<file path="src/rtl/bmp_stream_encoder.sv">
`default_nettype none
// ============================================================================
// Module      : bmp_stream_encoder
// Description : Turns a stream of 24-bit RGB pixels into a complete 24-bpp
//               BMP file byte stream. The stream is a 54-byte header, then
//               the pixel data, with every row padded to a multiple of 4 bytes.
// Revision    : 1.0  initial release
// ============================================================================
module bmp_stream_encoder #(
  parameter int DIM_W = 11,
  parameter int PPM   = 2835
) (
  input  logic             HCLK,
  input  logic             HRESETn,
  input  logic             start,
  input  logic [DIM_W-1:0] width,
  input  logic [DIM_W-1:0] height,
  input  logic             pix_valid,
  output logic             pix_ready,
  input  logic [7:0]       pix_r,
  input  logic [7:0]       pix_g,
  input  logic [7:0]       pix_b,
  output logic             byte_valid,
  input  logic             byte_ready,
  output logic [7:0]       byte_data,
  output logic             byte_last,
  output logic             busy,
  output logic             frame_done
);

  typedef enum logic [2:0] {
    S_IDLE = 3'd0,
    S_HDR  = 3'd1,
    S_PIX  = 3'd2,
    S_PAD  = 3'd3,
    S_DONE = 3'd4
  } state_t;

  localparam logic [31:0]      PPM_VAL = 32'(PPM);
  localparam logic [DIM_W-1:0] DIM_ONE = {{(DIM_W-1){1'b0}}, 1'b1};
  localparam logic [5:0]       HDR_LAST = 6'd53;

  state_t           state_q, state_d;
  logic [DIM_W-1:0] w_q, w_d, h_q, h_d;
  logic [1:0]       pad_q, pad_d;
  logic [31:0]      img_size_q, img_size_d;
  logic [31:0]      file_size_q, file_size_d;
  logic [5:0]       hdr_idx_q, hdr_idx_d;
  logic [DIM_W-1:0] col_q, col_d, row_q, row_d;
  logic [23:0]      pix_q, pix_d;
  logic             pix_full_q, pix_full_d;
  logic [1:0]       sel_q, sel_d;
  logic [1:0]       pad_cnt_q, pad_cnt_d;

  // Frame geometry derived from the inputs, latched only on an accepted start.
  logic [31:0] width_ext, height_ext, stride_new, img_size_new;
  logic        start_ok;
  assign width_ext    = {{(32-DIM_W){1'b0}}, width};
  assign height_ext   = {{(32-DIM_W){1'b0}}, height};
  assign stride_new   = (width_ext * 32'd3) + {30'd0, width[1:0]};
  assign img_size_new = stride_new * height_ext;
  assign start_ok     = start && (width != '0) && (height != '0);

  logic col_last, row_last, pad_last;
  assign col_last = (col_q == (w_q - DIM_ONE));
  assign row_last = (row_q == (h_q - DIM_ONE));
  assign pad_last = (pad_cnt_q == (pad_q - 2'd1));

  // Header byte lookup. From index 2 onward every field lines up on a 4-byte
  // boundary (the two 16-bit fields planes/bpp are packed as one word), so the
  // field is chosen by (idx-2)/4 and the byte within it by (idx-2)%4.
  logic [5:0]  hdr_off;
  logic [31:0] hdr_field;
  logic [7:0]  hdr_byte;
  always_comb begin
    hdr_off   = hdr_idx_q - 6'd2;
    hdr_field = 32'd0;
    hdr_byte  = 8'd0;
    case (hdr_off[5:2])
      4'd0:        hdr_field = file_size_q;
      4'd2:        hdr_field = 32'd54;
      4'd3:        hdr_field = 32'd40;
      4'd4:        hdr_field = {{(32-DIM_W){1'b0}}, w_q};
      4'd5:        hdr_field = {{(32-DIM_W){1'b0}}, h_q};
      4'd6:        hdr_field = 32'h0018_0001;
      4'd8:        hdr_field = img_size_q;
      4'd9, 4'd10: hdr_field = PPM_VAL;
      default:     hdr_field = 32'd0;
    endcase
    case (hdr_off[1:0])
      2'd0:    hdr_byte = hdr_field[7:0];
      2'd1:    hdr_byte = hdr_field[15:8];
      2'd2:    hdr_byte = hdr_field[23:16];
      default: hdr_byte = hdr_field[31:24];
    endcase
    if (hdr_idx_q == 6'd0) begin
      hdr_byte = 8'h42;
    end else if (hdr_idx_q == 6'd1) begin
      hdr_byte = 8'h4D;
    end
  end

  // State and datapath registers with synchronous active-low reset.
  always_ff @(posedge HCLK) begin
    if (!HRESETn) begin
      state_q     <= S_IDLE;
      w_q         <= '0;
      h_q         <= '0;
      pad_q       <= 2'd0;
      img_size_q  <= 32'd0;
      file_size_q <= 32'd0;
      hdr_idx_q   <= 6'd0;
      col_q       <= '0;
      row_q       <= '0;
      pix_q       <= 24'd0;
      pix_full_q  <= 1'b0;
      sel_q       <= 2'd0;
      pad_cnt_q   <= 2'd0;
    end else begin
      state_q     <= state_d;
      w_q         <= w_d;
      h_q         <= h_d;
      pad_q       <= pad_d;
      img_size_q  <= img_size_d;
      file_size_q <= file_size_d;
      hdr_idx_q   <= hdr_idx_d;
      col_q       <= col_d;
      row_q       <= row_d;
      pix_q       <= pix_d;
      pix_full_q  <= pix_full_d;
      sel_q       <= sel_d;
      pad_cnt_q   <= pad_cnt_d;
    end
  end

  // Next-state logic: walk header, pixel bytes (B,G,R), row padding, done.
  always_comb begin
    state_d     = state_q;
    w_d         = w_q;
    h_d         = h_q;
    pad_d       = pad_q;
    img_size_d  = img_size_q;
    file_size_d = file_size_q;
    hdr_idx_d   = hdr_idx_q;
    col_d       = col_q;
    row_d       = row_q;
    pix_d       = pix_q;
    pix_full_d  = pix_full_q;
    sel_d       = sel_q;
    pad_cnt_d   = pad_cnt_q;
    case (state_q)
      S_IDLE: begin
        if (start_ok) begin
          w_d         = width;
          h_d         = height;
          pad_d       = width[1:0];
          img_size_d  = img_size_new;
          file_size_d = img_size_new + 32'd54;
          hdr_idx_d   = 6'd0;
          state_d     = S_HDR;
        end
      end
      S_HDR: begin
        if (byte_ready) begin
          if (hdr_idx_q == HDR_LAST) begin
            hdr_idx_d  = 6'd0;
            col_d      = '0;
            row_d      = '0;
            sel_d      = 2'd0;
            pix_full_d = 1'b0;
            state_d    = S_PIX;
          end else begin
            hdr_idx_d = hdr_idx_q + 6'd1;
          end
        end
      end
      S_PIX: begin
        if (!pix_full_q) begin
          if (pix_valid) begin
            pix_d      = {pix_r, pix_g, pix_b};
            pix_full_d = 1'b1;
            sel_d      = 2'd0;
          end
        end else if (byte_ready) begin
          if (sel_q == 2'd2) begin
            pix_full_d = 1'b0;
            sel_d      = 2'd0;
            if (col_last) begin
              col_d = '0;
              if (pad_q != 2'd0) begin
                pad_cnt_d = 2'd0;
                state_d   = S_PAD;
              end else if (row_last) begin
                state_d = S_DONE;
              end else begin
                row_d = row_q + DIM_ONE;
              end
            end else begin
              col_d = col_q + DIM_ONE;
            end
          end else begin
            sel_d = sel_q + 2'd1;
          end
        end
      end
      S_PAD: begin
        if (byte_ready) begin
          if (pad_last) begin
            pad_cnt_d = 2'd0;
            if (row_last) begin
              state_d = S_DONE;
            end else begin
              row_d   = row_q + DIM_ONE;
              state_d = S_PIX;
            end
          end else begin
            pad_cnt_d = pad_cnt_q + 2'd1;
          end
        end
      end
      S_DONE: begin
        state_d = S_IDLE;
      end
      default: begin
        state_d = S_IDLE;
      end
    endcase
  end

  // Output decode; everything depends only on registered state, so data and
  // last stay stable for as long as the sink stalls.
  always_comb begin
    pix_ready  = 1'b0;
    byte_valid = 1'b0;
    byte_data  = 8'd0;
    byte_last  = 1'b0;
    busy       = (state_q != S_IDLE);
    frame_done = (state_q == S_DONE);
    case (state_q)
      S_HDR: begin
        byte_valid = 1'b1;
        byte_data  = hdr_byte;
      end
      S_PIX: begin
        pix_ready  = !pix_full_q;
        byte_valid = pix_full_q;
        if (pix_full_q) begin
          case (sel_q)
            2'd0:    byte_data = pix_q[7:0];
            2'd1:    byte_data = pix_q[15:8];
            default: byte_data = pix_q[23:16];
          endcase
          byte_last = (sel_q == 2'd2) && col_last && row_last && (pad_q == 2'd0);
        end
      end
      S_PAD: begin
        byte_valid = 1'b1;
        byte_last  = pad_last && row_last;
      end
      default: begin
        byte_valid = 1'b0;
      end
    endcase
  end

endmodule
`default_nettype wire

</file>
<file path="config.mk">
export PLATFORM = sky130hd
export DESIGN_NAME = bmp_stream_encoder
export DESIGN_NICKNAME = d
export VERILOG_FILES = /design/src/rtl/bmp_stream_encoder.sv
export SDC_FILE = /design/constraint.sdc
export NUM_CORES = 1
export LEC_CHECK = 0
export BUFFER_PORTS_ARGS = -buffer_cell sky130_fd_sc_hd__buf_2
export CAP_MARGIN = 20
export CORE_MARGIN = 4
export CORE_UTILIZATION = 40
export CTS_CLUSTER_DIAMETER = 50
export DETAILED_ROUTE_END_ITERATION = 7
export SYNTH_ARGS = -nofsm -noshare
export SYNTH_HDL_FRONTEND = slang
export SYNTH_SLANG_ARGS = --single-unit
</file>
<file path="constraint.sdc">
create_clock -name HCLK -period 9.85 [get_ports HCLK]
set_input_delay 0.4925 -clock HCLK [delete_from_list [all_inputs] [get_ports HCLK]]
set_output_delay 0.4925 -clock HCLK [all_outputs]
set_load 0.02 [all_outputs]
</file>
# Word-level counts from Yosys, hierarchy flattened
# Index checks and enable logic that the tools add are counted.
[op_classes]
add_sub_neg = 11
n_mux = 66
bitwise = 1
reduce_logical = 32
multipliers = 2
eq_ne = 35
[ops]
columns = ["op", "n"]
rows = [
  ["one-hot mux 32 bit (8 select lines)", 1],
  ["2-to-1 mux 11 bit", 14],
  ["2-to-1 mux 3 bit", 12],
  ["one-hot mux 11 bit (3 select lines)", 1],
  ["one-hot mux 8 bit (2 select lines)", 2],
  ["adder 25 x 6 -> 26 bit (second input constant)", 1],
  ["2-to-1 mux 2 bit", 13],
  ["multiplier 14 x 11 -> 25 bit", 1],
  ["2-to-1 mux 8 bit", 3],
  ["one-hot mux 8 bit (3 select lines)", 1],
  ["adder 11 x 1 -> 11 bit (second input constant)", 2],
  ["equality test 11 bit", 2],
  ["inequality test 2 bit (second input constant)", 11],
  ["one-hot mux 11 bit (2 select lines)", 1],
  ["nonzero test 11 bit", 2],
  ["subtractor 11 x 1 -> 11 bit (second input constant)", 2],
  ["AND reduction 10 bit", 2],
  ["2-to-1 mux 6 bit", 3],
  ["adder 13 x 2 -> 14 bit", 1],
  ["multiplier 11 x 2 -> 13 bit (second input constant)", 1],
  ["equality test 4 x 3 -> 1 bit (second input constant)", 3],
  ["equality test 4 bit (second input constant)", 3],
  ["one-hot mux 3 bit (4 select lines)", 1],
  ["one-hot mux 6 bit (2 select lines)", 1],
  ["32 further kinds", 63],
]
[word_totals]
in_bits = 51
ff_bits = 148

# Depth between registers and ports, before layout
[depth]
depth_word = 9
ltp_mapped = 34
mapped_depth_nobuf = 31

# Worst setup path before layout
# OpenSTA, ideal clock, no wires.
[synth_path]
path_type = "input port to flip-flop"
start = "input width[0]"
end = "register file_size_q[25]"
n_path_buf = 2
t_required_ns = 9.792
setup_slack_ns = 1.518
t_arrival_ns = 8.274
setup_time_ns = 0.058
stages = 33
cell_sequence = "inv_1 -> ha_1 -> or2_2 -> ha_1 -> a21o_1 -> a21oi_1 -> o21bai_1 -> a21oi_1 -> o21bai_1 -> a21oi_1 -> nor3b_1 -> or3_1 -> clkbuf_1 -> nand2_1 -> fa_1 -> inv_1 -> fa_1 -> fa_1 -> fa_1 -> inv_1 -> fa_1 -> inv_1 -> ha_1 -> clkbuf_1 -> nand2_1 -> o21ai_0 -> mux2_2 -> a311oi_1 -> nand2_1 -> a2111oi_4 -> nand4_1 -> nor4bb_1 -> o21a_1"
[synth_between]
elab_chain_cells = 4
word_cells_on_any_way = 8
[synth_rtl]
columns = ["item", "line_no", "text"]
rows = [
  ["start: declaration", "16", "input logic [DIM_W-1:0] width,"],
  ["multiplier 11 x 2 -> 13 bit / nonzero test 11 bit (equally long branches)", "60, 62", ""],
  ["adder 13 x 2 -> 14 bit / logical AND 1 bit (equally long branches)", "60, 62", ""],
  ["multiplier 14 x 11 -> 25 bit / logical AND 1 bit (equally long branches)", "61, 62", ""],
  ["adder 25 x 6 -> 26 bit / AND reduction 2 bit (equally long branches)", "n/a", ""],
  ["end signal: assignment", "125", "file_size_q <= file_size_d;"],
  ["end: declaration", "47", "logic [31:0] file_size_q, file_size_d;"],
]
# Several ways; a longest one is shown, not always the timed one.
# A chain may end at the register's enable or synchronous reset.

# Worst setup path in the final report
# Ends and elaborated chain as after synthesis.

==> summary.txt <==
Outcome
  • Status: finished clean

CTS
  • Hold Buf Count CTS: 0
  • Post-cts resize count: 0
  • Sink Count: 131
  • Post-CTS setup buffers: 0
  • CTS root buf: clkbuf_16
  • Max Root-Sink Buffers: 2
  • Inserted Clock Buffers: 17
  • Clock latency on the worst-skew pair: 0.43 ns
  • TritonCTS clock tree: yes
  • H-tree lvl count: 4
  • Clock transition at the registers of the reported paths: 0.07 ns

Run
  • Total of max-cap violations: 0

Cells and area
  • Layout cells sized above 1: 0.07937
  • Final Net Count: 1893
  • Fillers: 3207
  • Layout area overhead: 9.420%
  • Commonest cells after routing, fill and taps aside: nand2_1, inv_1, dfxtp_1
  • Commonest non-fill, non-tap cell in the layout: nand2_1
  • N_diodes: 0
  • Final std cells w/o fill: 2065

Global routing
  • Vias in the first global route: 11601
  • Tot GR Track Use: 0.1970
  • Initial antenna violation count: 0
  • Global-route wire length before repair: 58110 um
  • Largest net degree at the start of global routing: 89
  • Overflow after GRT: 0

Die
  • Initial Util: 0.4068
  • Die H: 187.4 um
  • # rows: 65
  • Io pins: 64
  • Core area: 31640 um^2
  • Die Footprint: 35110 um^2
  • Die W: 187.4 um

Routing
  • First drt pass iteration count: 7
  • Vias per std cell: 5.486
  • Total routed wirelength: 34190 um
  • Initial DRC Count: 791
  • Avg WL per Cell: 16.55 um
  • Vias: 11329
  • Antenna Violating Nets Remaining: 0
  • Number of remaining DRC errors: 0

STA
  • Crit share post-route: 0.8938
  • Final setup fails: 0
  • Final setup TNS: 0 ns
  • Worst Tran Pin Value: 1.056 ns
  • Final Hold Fails: 0
  • Final Max Slew Viols: 0
  • FMAX: 113.6 MHz
  • Slew margin rel.: 0.2934
  • Unrepaired setup endpoints after global routing: false
  • Final critical-path required period: 8.804 ns
  • Clock Skews: 0.007624 ns

Logic synthesis
  • Ys async rst share: 0
  • Syn_area_per_cell: 7.815 um^2
  • Post-synth EDFFs: 0
  • Seq/Total Area, Yosys: 0.2038
  • Synth area leader: dfxtp_1
  • Synthesized netlist cell count: 1647
  • Post-synth design cell area: 12870 um^2
  • Ys flop type: dfxtp_1
  • Area contributors post-synth: dfxtp_1, fa_1, ha_1, nand2_1, a21oi_1
  • FF+latch count, synth: 131
  • Share of the synthesized area in the top cell type: 0.2038
  • Yosys warns: 0
  • Post-synthesis net count: 1890
  • Distinct cell type count after synthesis: 76

Place
  • Placed Cells incl. Taps: 2031
  • Dpl hpwl: 25710 um
  • RePlAce Congestion: 0.8938
  • IO buf count: 63

Setup path
  • RR Endpoint: row_q[4]$_SDFFE_PN0P_
  • Worst path most repeated cell: fa_1
  • Worst R2R Path Depth: 11
  • Crit path kind: primary input to flop
  • Critical Path End: file_size_q[25]$_SDFFE_PN0P_
  • Crit path DAT: 9.18 ns
  • CP max-delay cell: fa_1
  • Crit-path max FO: 11
  • Crit-path max cell delay: 0.56 ns
  • RR Startpoint: w_q[0]$_SDFFE_PN0P_
  • Setup crit start: width[0]
  • Critical Path RT: 10.23 ns
  • Setup crit start kind: primary input
  • Crit path capture type: flop
  • Reg2Reg Setup Slack: 6.36 ns

Worst hold path
  • Min-delay src: pix_g[1]
  • Hold crit path type: primary input to flop
-- Yosys cell counts, drive strengths merged, types with 7 or more instances --
| library cell | n |
|---|---|
| fa | 90 |
| a211oi | 26 |
| mux2i | 18 |
| nor3b | 7 |
| nand4 | 21 |
| and2 | 92 |
| nor2b | 18 |
| nor3 | 30 |
| ha | 102 |
| xnor2 | 52 |
| or3 | 12 |
| clkbuf | 88 |
| a31oi | 7 |
| nor4 | 10 |
| a21o | 9 |
| o21ai | 45 |
| a222oi | 12 |
| a21oi | 130 |
| a22o | 12 |
| and3 | 15 |
| xor2 | 44 |
| inv | 148 |
| nor2 | 110 |
| nand2b | 13 |
| o22ai | 13 |
| nand2 | 262 |
| nand3 | 37 |
| dfxtp | 131 |
-- registers in the layout, indices dropped and copies added, names as in the netlist --
| signal | flops |
|---|---|
| col_q | 11 |
| file_size_q | 25 |
| h_q | 11 |
| hdr_idx_q | 6 |
| img_size_q | 24 |
| pad_cnt_q | 2 |
| pix_full_q | 1 |
| pix_q | 24 |
| row_q | 11 |
| sel_q | 2 |
| state_q | 3 |
| w_q | 11 |
-- cells by family (layout without fill, tap and decap cells) --
| kind of cell | Yosys count | after routing | share of synthesized area |
|---|---|---|---|
| mux | 20 | 20 | 0.01575 |
| compound gates | 310 | 310 | 0.1557 |
| simple gates | 656 | 656 | 0.2485 |
| xor+xnor | 96 | 96 | 0.06533 |
| buf+inv | 242 | 258 | 0.07184 |
| fa+ha+maj | 192 | 192 | 0.2391 |
| flops | 131 | 131 | 0.2038 |
-- routing by layer --
metal,track usage,part of all wire,vias up
met3,0.02594,0.036,41
li1,-,-,5558
met2,0.3383,0.48,213
met4,0.05195,0.018,0
met1,0.2626,0.46,5517
met5,0,0,-
-- worst min-delay path by stage --
| stage | end | cells after the start |
|---|---|---|
| finish | pix_q[9]$_SDFFE_PN0P_ | 3 |
| floorplan | file_size_q[3]$_SDFFE_PN0P_ | 2 |
| global route | pix_q[14]$_SDFFE_PN0P_ | 3 |
| CTS | pix_q[9]$_SDFFE_PN0P_ | 3 |
| global placement | file_size_q[15]$_SDFFE_PN0P_ | 2 |
| detailed placement | file_size_q[4]$_SDFFE_PN0P_ | 2 |
-- through the flow --
step                      hold WS (ns)  area [um^2]  utilization  setup slack (ns)
after floorplan                 0.4312        12870            -             1.518
after global placement          0.4418        13430       0.4245            0.9014
after detailed placement        0.4451        13430       0.4245            0.6156
after CTS                       0.2820        14060       0.4443             1.024
after global routing            0.2860        14080       0.4452            0.3957
final                           0.2901        14080       0.4452             1.046
-- final cells by class --
cell class              count  area, um^2  share of cell area
inverters                 148       555.5             0.03945
multi-input cells        1274        9335              0.6628
clock inverters            14       187.7             0.01333
clock buffers              18       439.2             0.03118
flip-flops and latches    131        2623              0.1862
repair buffers             78       440.4             0.03127
well taps                 402       503.0             0.03571
-- critical path: cells and delay by family --
kind | cells | cell delay [ns]
buffers and inverters | 5 | 0.35
AND/OR/NAND/NOR | 8 | 1.84
adder cells (fa/ha/maj) | 8 | 3.49
AO/OA/AOI/OAI | 10 | 2.60
multiplexers | 1 | 0.39
Power is not shown: default switching activity piles up to over one toggle a cycle in this logic, so the estimate is an artifact.
